[config.mk]
export PLATFORM = sky130hd
export DESIGN_NAME = program_loader
export DESIGN_NICKNAME = d
export VERILOG_FILES = /design/src/rtl/program_loader_pkg.sv /design/src/rtl/program_loader_word_assembler.sv /design/src/rtl/program_loader.sv
export SDC_FILE = /design/constraint.sdc
export NUM_CORES = 1
export LEC_CHECK = 0
export CAP_MARGIN = 15
export CORE_UTILIZATION = 40
export CTS_BUF_LIST = sky130_fd_sc_hd__clkbuf_8
export DETAILED_ROUTE_END_ITERATION = 6
export MAX_ROUTING_LAYER = met4
export SETUP_SLACK_MARGIN = 0.05
export SLEW_MARGIN = 20
export SYNTH_ARGS = -nofsm -noshare
export SYNTH_HDL_FRONTEND = slang
export SYNTH_SLANG_ARGS = --single-unit
[constraint.sdc]
create_clock -name clk -period 1.9 [get_ports clk]
set_input_delay 0.285 -clock clk [delete_from_list [all_inputs] [get_ports clk]]
set_output_delay 0.285 -clock clk [all_outputs]
set_load 0.005 [all_outputs]
[src/rtl/program_loader_pkg.sv]
// Shared types and constants for the UART program loader.
// Fallback memory geometry, used only when the build supplies none.
`ifndef PROGRAM_MEMORY_ADDRESS_BITWIDTH
`define PROGRAM_MEMORY_ADDRESS_BITWIDTH 10
`endif
`ifndef PROGRAM_MEMORY_SIZE_BYTE
`define PROGRAM_MEMORY_SIZE_BYTE 1024
`endif

package program_loader_pkg;

   localparam int unsigned HEADER_BYTES = 4;
   localparam int unsigned WORD_BYTES   = 4;

   typedef enum logic [2:0] {
      StHeader,
      StPayload,
      StChecksum,
      StDone,
      StError
   } state_t;

endpackage

[src/rtl/program_loader_word_assembler.sv]
// Little-endian byte-to-word assembler; flags the byte that completes a word.
module word_assembler
   import program_loader_pkg::*;
(
   input  logic        clk,
   input  logic        reset_n,
   input  logic        clear,
   input  logic        byte_valid,
   input  logic [7:0]  byte_data,
   output logic [31:0] word,
   output logic        word_done
);

   // The three earlier bytes of the current word, oldest in the low byte.
   logic [23:0] shift;
   logic [1:0]  count;

   assign word      = {byte_data, shift};
   assign word_done = byte_valid && (count == 2'(WORD_BYTES - 1));

   always_ff @(posedge clk) begin
      if (!reset_n || clear) begin
         shift <= 24'h0;
         count <= 2'd0;
      end else if (byte_valid) begin
         shift <= {byte_data, shift[23:8]};
         count <= count + 2'd1;
      end
   end

endmodule

[src/rtl/program_loader.sv]
// Loads a length-prefixed, XOR-checksummed program image from a UART byte stream
// into program memory and reports completion or failure.
module program_loader
   import program_loader_pkg::*;
#(
   parameter int unsigned ADDR_W    = `PROGRAM_MEMORY_ADDRESS_BITWIDTH,
   parameter int unsigned MEM_WORDS = `PROGRAM_MEMORY_SIZE_BYTE / 4
) (
   input  logic              clk,
   input  logic              reset_n,
   input  logic [7:0]        rx_data,
   input  logic              rx_valid,
   input  logic              restart,
   output logic [ADDR_W-1:0] mem_write_address,
   output logic [31:0]       mem_write_data,
   output logic              mem_write_enable,
   output logic              load_done,
   output logic              load_error
);

   localparam int unsigned CNT_W = $clog2(MEM_WORDS + 1);

   state_t           state;
   logic [CNT_W-1:0] word_cnt;
   logic [CNT_W-1:0] last_word;
   logic [7:0]       csum;

   logic             asm_valid;
   logic [31:0]      asm_word;
   logic             asm_done;

   // The assembler serves both the header and the payload; restart discards the byte.
   assign asm_valid = rx_valid && !restart && ((state == StHeader) || (state == StPayload));

   word_assembler u_word_assembler (
      .clk        (clk),
      .reset_n    (reset_n),
      .clear      (restart),
      .byte_valid (asm_valid),
      .byte_data  (rx_data),
      .word       (asm_word),
      .word_done  (asm_done)
   );

   always_ff @(posedge clk) begin
      if (!reset_n) begin
         state             <= StHeader;
         word_cnt          <= '0;
         last_word         <= '0;
         csum              <= 8'h0;
         mem_write_enable  <= 1'b0;
         mem_write_address <= '0;
         mem_write_data    <= 32'h0;
         load_done         <= 1'b0;
         load_error        <= 1'b0;
      end else begin
         mem_write_enable <= 1'b0;
         if (restart) begin
            state      <= StHeader;
            word_cnt   <= '0;
            last_word  <= '0;
            csum       <= 8'h0;
            load_done  <= 1'b0;
            load_error <= 1'b0;
         end else if (rx_valid) begin
            case (state)
               StHeader: begin
                  if (asm_done) begin
                     if (asm_word > 32'(MEM_WORDS)) begin
                        state      <= StError;
                        load_error <= 1'b1;
                     end else if (asm_word == 32'h0) begin
                        state <= StChecksum;
                     end else begin
                        state     <= StPayload;
                        last_word <= CNT_W'(asm_word - 32'd1);
                     end
                  end
               end
               StPayload: begin
                  csum <= csum ^ rx_data;
                  if (asm_done) begin
                     mem_write_enable  <= 1'b1;
                     mem_write_address <= ADDR_W'({word_cnt, 2'b00});
                     mem_write_data    <= asm_word;
                     if (word_cnt == last_word) begin
                        state <= StChecksum;
                     end else begin
                        word_cnt <= word_cnt + 1'b1;
                     end
                  end
               end
               StChecksum: begin
                  if (rx_data == csum) begin
                     state     <= StDone;
                     load_done <= 1'b1;
                  end else begin
                     state      <= StError;
                     load_error <= 1'b1;
                  end
               end
               default: ;
            endcase
         end
      end
   end

endmodule
* Word-level counts from Yosys, hierarchy flattened
Index checks and enable logic that the tools add are counted.
** Storage, ports and cells
- Bits of input ports :: 12
- Logic and storage cells :: 65
- Register bits :: 98
** Operators by class
- Order comparisons :: 1
- Reductions and logical operators :: 20
- Add/subtract/negate cells :: 3
- Eq/ne operators :: 10
- Muxes and demuxes :: 12
- Bitwise gates (word level) :: 8
** Operators with widths (number)
- > comparator 32 x 9 -> 1 bit (second input constant) :: 1
- logical NOT 32 bit :: 1
- two-way mux 3 bit :: 5
- AND reduction 5 bit :: 3
- adder 9 x 1 -> 9 bit (second input constant) :: 1
- equality test 9 bit :: 1
- one-hot mux 3 bit (3 select lines) :: 1
- subtractor 9 x 1 -> 9 bit (second input constant) :: 1
- equality test 8 bit :: 1
- AND reduction 4 bit :: 2
- XOR 8 bit :: 1
- NOT 1 bit :: 7
- inequality test 2 bit (second input constant) :: 3
- two-way mux 1 bit :: 4
- inequality test 2 x 1 -> 1 bit (second input constant) :: 2
- OR reduction 4 bit :: 1
- equality test 3 x 1 -> 1 bit (second input constant) :: 1
- equality test 3 x 2 -> 1 bit (second input constant) :: 1
- logical AND 1 bit :: 3
- logical NOT 3 bit :: 1
- AND reduction 3 bit :: 1
- nonzero test 3 bit :: 1
- adder 2 x 1 -> 2 bit (second input constant) :: 1
- equality test 2 bit (second input constant) :: 1
- 7 further kinds :: 9

* Depth between registers and ports, before layout
Gate-level depths: netlist of run 1.
- Word-level depth :: 6
- Gate-level depth with buffers :: 9
- Depth with buffers taken out :: 7

* Modules after synthesis
Synthesis of run 1 repeated with hierarchy kept, for this count alone.
** Second synthesis, totals
- Cell total of the unflattened synthesis :: 497
- Area total of the unflattened synthesis :: 4384.2 µm²
** By module, submodules not included
- program_loader :: instances 1, area each 3337.0 µm², seq. area each 1441.4 µm², cells each 402
- word_assembler :: instances 1, area each 1047.3 µm², seq. area each 520.5 µm², cells each 95

* Worst setup path before layout of run 1
OpenSTA, ideal clock, no wires.
- Path kind :: register to register
- Start point :: register u_word_assembler.shift[0]
- End point :: register last_word[7]
- Clock period less this slack :: 1917 ps
- Stages on the path, launching flop included :: 9
- Slack :: -17 ps
- Library setup time :: 91 ps
- Path buffers :: 1
- Required time :: 1809 ps
- Data arrival time :: 1826 ps
- Cells stage by stage :: dfxtp_1 > inv_1 > ha_1 > or3b_2 > nor3_1 > nor4_2 > buf_4 > a21oi_1 > a311oi_1
** Between the ends
- Word-level cells in the longest chain between the ends :: 3
** RTL lines
- start, declared :: line program_loader_word_assembler.sv:15 : logic [23:0] shift;
- start signal, assigned :: line program_loader_word_assembler.sv:26 : shift <= {byte_data, shift[23:8]};
- > comparator 32 x 9 -> 1 bit / logical NOT 32 bit (equally long branches) :: line program_loader.sv:69, program_loader.sv:72
- NOT 1 bit (no source line)
- AND reduction 5 bit (no source line)
- end signal, assigned :: line program_loader.sv:76 : last_word <= CNT_W'(asm_word - 32'd1);
- end, declared :: line program_loader.sv:25 : logic [CNT_W-1:0] last_word;
Several ways; a longest one is shown, not always the timed one.
A chain may end at the register's enable or synchronous reset.

* Worst setup path after layout of run 1
- Start point :: register u_word_assembler.shift[0]
- End point :: register last_word[4]
Same word-level chain as after synthesis.

==> impl_metrics.yaml, run 1 <==
placed_design:
  numPlacedInstances: 723
  place.gp.congestion: 0.901
  io_buffers: 54
  place_hpwl_microns: 7350
timing:
  final_min_period_over_clock_period_pct: 99.0
  fin_skew_ps: 11.1
  timing_hold_violations_final: 0
  period_minus_slack_ps: 1880
  finalSetupViolCount: 0
  slew_viol_final: 0
  fmaxAchievable_ghz: 0.532
  grt_setup_unrepaired: "yes"
  worst_hold_slack_ps: 233
detailed_routing:
  detail_route.iter0.violations: 174
  post-route-drc-count: 0
  vias: 3731
  via_per_inst: 5.01
  detail-route-antenna-nets: 0
  drtPass1Iterations: 4
  wl_per_cell_microns: 14.0
  finalWirelength_microns: 10400
pwr:
  power-per-cell-area_nw_per_um2: 666
  swShare_pct: 22.7
  power_mw: 3.79
  comb_power_share_pct: 4.9
  cellInternalPower_mw: 2.93
  p_leak_nw: 2.06
  ir_worst_vdd_mv: 0.462
  pwr-share-clk_pct: 40.4
  seqPwrFrac_pct: 54.7
  power.net_switching_mw: 0.860
clock_network:
  clock_latency_ps: 370
  cts-buffers-inserted: 9
  cts_root_buf: "clkbuf_8"
  postCtsHoldBufs: 0
  cts.sinks: 98
  cts_max_path_buffers: 2
  tritoncts: "done"
  worst_setup_hold_path_clk_slew_ps: 90
  htree_levels: 3
worst_setup_path:
  r2r_setup_slack_ps: 20
  reg2reg_depth: 9
  regToRegStartpoint: "u_word_assembler.shift[0]$_SDFFE_PP0P_"
  ordered_list_of_cells_on_the_worst_path: "inv_2 -> ha_4 -> or3b_4 -> o21a_1 -> nor3_2 -> buf_6 -> buf_12 -> a21oi_1 -> a311oi_1"
  critical-path-max-stage-delay_ps: 380
  cp_slowest_cell: "or3b_4"
  worst_setup_start_kind: "flip-flop"
  criticalPathCategory: "flip-flop to flip-flop"
  timing.rr.end: "last_word[4]$_SDFFE_PP0P_"
  cp-end-kind: "flip-flop"
  worst_ep_required_time_ps: 2190
  cp_max_fo: 8
  worst_endpoint_data_arrival_time_ps: 2170
worst_hold_path:
  hold_critical_path_endpoint: "load_done$_SDFFE_PP0P_"
  hold_path.startpoint: "rx_valid"
  worstHoldPathType: "input pin to flip-flop"
  worstHoldPathCells: 3
finish:
  diodes: 0
  num-nets-final: 620
  area_growth_syn_to_layout_pct: 33.7
  final-instance-count-excl-fill: 745
  layout_cell_share_with_drive_strength_beyond_1_pct: 19.0
  n_fill_cell: 971
  final_core_util_pct: 55.1
yosys:
  synth-seq-cells: 98
  yosys.cell_types.count: 52
  synth_top_area_share_pct: 46.1
  yosys.area.top_type: "dfxtp_1"
  yosysWarnings: 0
  syn_area_sq_um: 4260
  synth.avg_cell_area_sq_um: 8.31
  synthFlopType: "dfxtp_1"
  post_synth_most_frequent_cells: "nand2_1 (152), dfxtp_1 (98), a21boi_0 (40)"
  synthesis.instances: 512
  netlist_top_cells_area: "dfxtp_1 (46%), nand2_1 (13%), a21boi_0 (7.1%), a21oi_1 (4.6%), xor2_1 (4.1%)"
  dominant_cell_by_count_in_the_synthesized_netlist: "nand2_1"
  synth-edff-count: 0
  ffs_w_async_s_r_synth_pct: 0
  yosysSeqAreaShare_pct: 46.1
status:
  run_status: "completed"
floorplanning:
  num_io_pins: 57
  dieHeight_microns: 105
  core-area_sq_um: 10300
  initial_utilization_pct: 41.2
  die_area_sq_um: 11100
  floorplan.rows: 37
  dieWidth_microns: 105
grt:
  antenna_found_initial: 0
  grt_first_pass_wirelength_microns: 17800
  grt_use_total_pct: 20.8
  number_of_global_route_vias_before_repair: 3630
  maximum_number_of_pins_on_one_net_before_global_route_repair: 43
  grt.overflow.total: 0
job:
  maxCapViolCount: 0
[cells in the final DEF (no fill, tap or decap), types with 3 or more instances in the layout]
cell type          n
nand2_1          151
dfxtp_1           91
buf_4             57
clkdlybuf4s50_1   53
a21boi_0          40
a21oi_1           35
xor2_1            20
nor2_1            19
xnor2_1           14
clkbuf_8          10
nor4_1             8
a311oi_1           8
nand3_1            7
dfxtp_2            7
nand2b_1           5
a21oi_2            5
buf_12             5
nor4_2             4
o21ai_0            4
nand4_1            4
nor3_1             3
nor2b_1            3
[power groups by stage]
stage	clock [mW]	combinational, mW	sequential (mW)
finish	1.53	0.186	2.07
global route	1.66	0.205	2.07
CTS	1.57	0.186	2.07
detailed placement	0	0.184	2.12
global placement	0	0.182	2.12
floorplan	0	0.0922	2.11
[state kept, by name, indices dropped and copies added (netlist names)]
register and cells:
last_word 9, mem_write_enable 1, state 3, mem_write_data 32
mem_write_address 8, load_done 1, load_error 1, word_cnt 9
u_word_assembler.shift 24, csum 8, u_word_assembler.count 2
[per-layer routing]
metal / wire, microns / GRT usage, % / part of all wire, % / vias up
li1: - / - / - / 1914
met4: 194 / 9.36 / 1.9 / 0
met1: 4830 / 26.6 / 46 / 1738
met2: 5170 / 33.1 / 50 / 64
met5: 0 / - / 0 / -
met3: 247 / 2.56 / 2.4 / 15
[stage by stage]
stage | setup slack [ps] | area (sq um) | setup TNS [ps]
floorplan | 38.9 | 4290 | 0
global placement | -277 | 5310 | -4320
detailed placement | -320 | 5310 | -6300
CTS | 18.8 | 5610 | 0
global route | -105 | 5690 | -821
finish | 19.9 | 5690 | 0
[cells by family (layout without fill, tap and decap cells)]
group	count (synthesis)	after routing	share of synthesized area [%]
and+or+nand+nor	225	225	23.5
AOI/OAI and AO/OA	107	107	16.9
DFF	98	98	46.1
buffers and inverters	41	137	4.82
xor gates and xnor gates	34	34	7.00
adders and majority gates	4	4	1.18
muxes	2	2	0.470
other	1	2	0.0881
[worst max-delay path by stage]
| stage | start | to | slack, ps |
|---|---|---|---|
| 6_report | u_word_assembler.shift[0]$_SDFFE_PP0P_ | last_word[4]$_SDFFE_PP0P_ | 20 |
| 5_1_grt | u_word_assembler.shift[0]$_SDFFE_PP0P_ | last_word[1]$_SDFFE_PP0P_ | -110 |
| 4_1_cts | u_word_assembler.shift[1]$_SDFFE_PP0P_ | last_word[4]$_SDFFE_PP0P_ | 20 |
| 3_5_place_dp | rx_valid | word_cnt[7]$_SDFFE_PP0P_ | -320 |
| 3_3_place_gp | rx_valid | word_cnt[7]$_SDFFE_PP0P_ | -280 |
| 2_1_floorplan | u_word_assembler.shift[1]$_SDFFE_PP0P_ | state[0]$_SDFFE_PP0P_ | 40 |
[worst max-delay path, delay by kind of cell (launching register included)]
| kind | cells | cell delay (ps) |
|---|---|---|
| compound gates | 3 | 440 |
| simple gates | 2 | 520 |
| flops | 1 | 330 |
| buf+inv | 3 | 380 |
| fa+ha+maj | 1 | 130 |
[area by class of cell]
cell class / count / area [sq um] / area share, %
sequential: 98 / 1970 / 34.6
tap: 136 / 170 / 2.99
clock buffer: 10 / 138 / 2.42
timing repair buffer: 118 / 1110 / 19.5
multi-input combinational: 374 / 2200 / 38.7
inverter: 3 / 11.3 / 0.198
clock inverter: 6 / 88.8 / 1.56
[what timing repair did]
action,CTS,global route
buffers inserted,3,3
endpoints found under the setup margin,13,19
pin swaps,13,5
resized for setup,12,14
cloned,1,0
No activity file was read; power rests on OpenSTA's default activity.
==> run 2, diff against run 1 <==
- CORE_MARGIN: unset -> 1
==> results of run 2 <==
No change in the layout: final DEF, timing and power equal those of run 1.
==> run 3, diff against run 2 <==
- SLEW_MARGIN: 20 -> unset
==> results of run 3 <==
No change in the layout: final DEF, timing and power equal those of run 1.
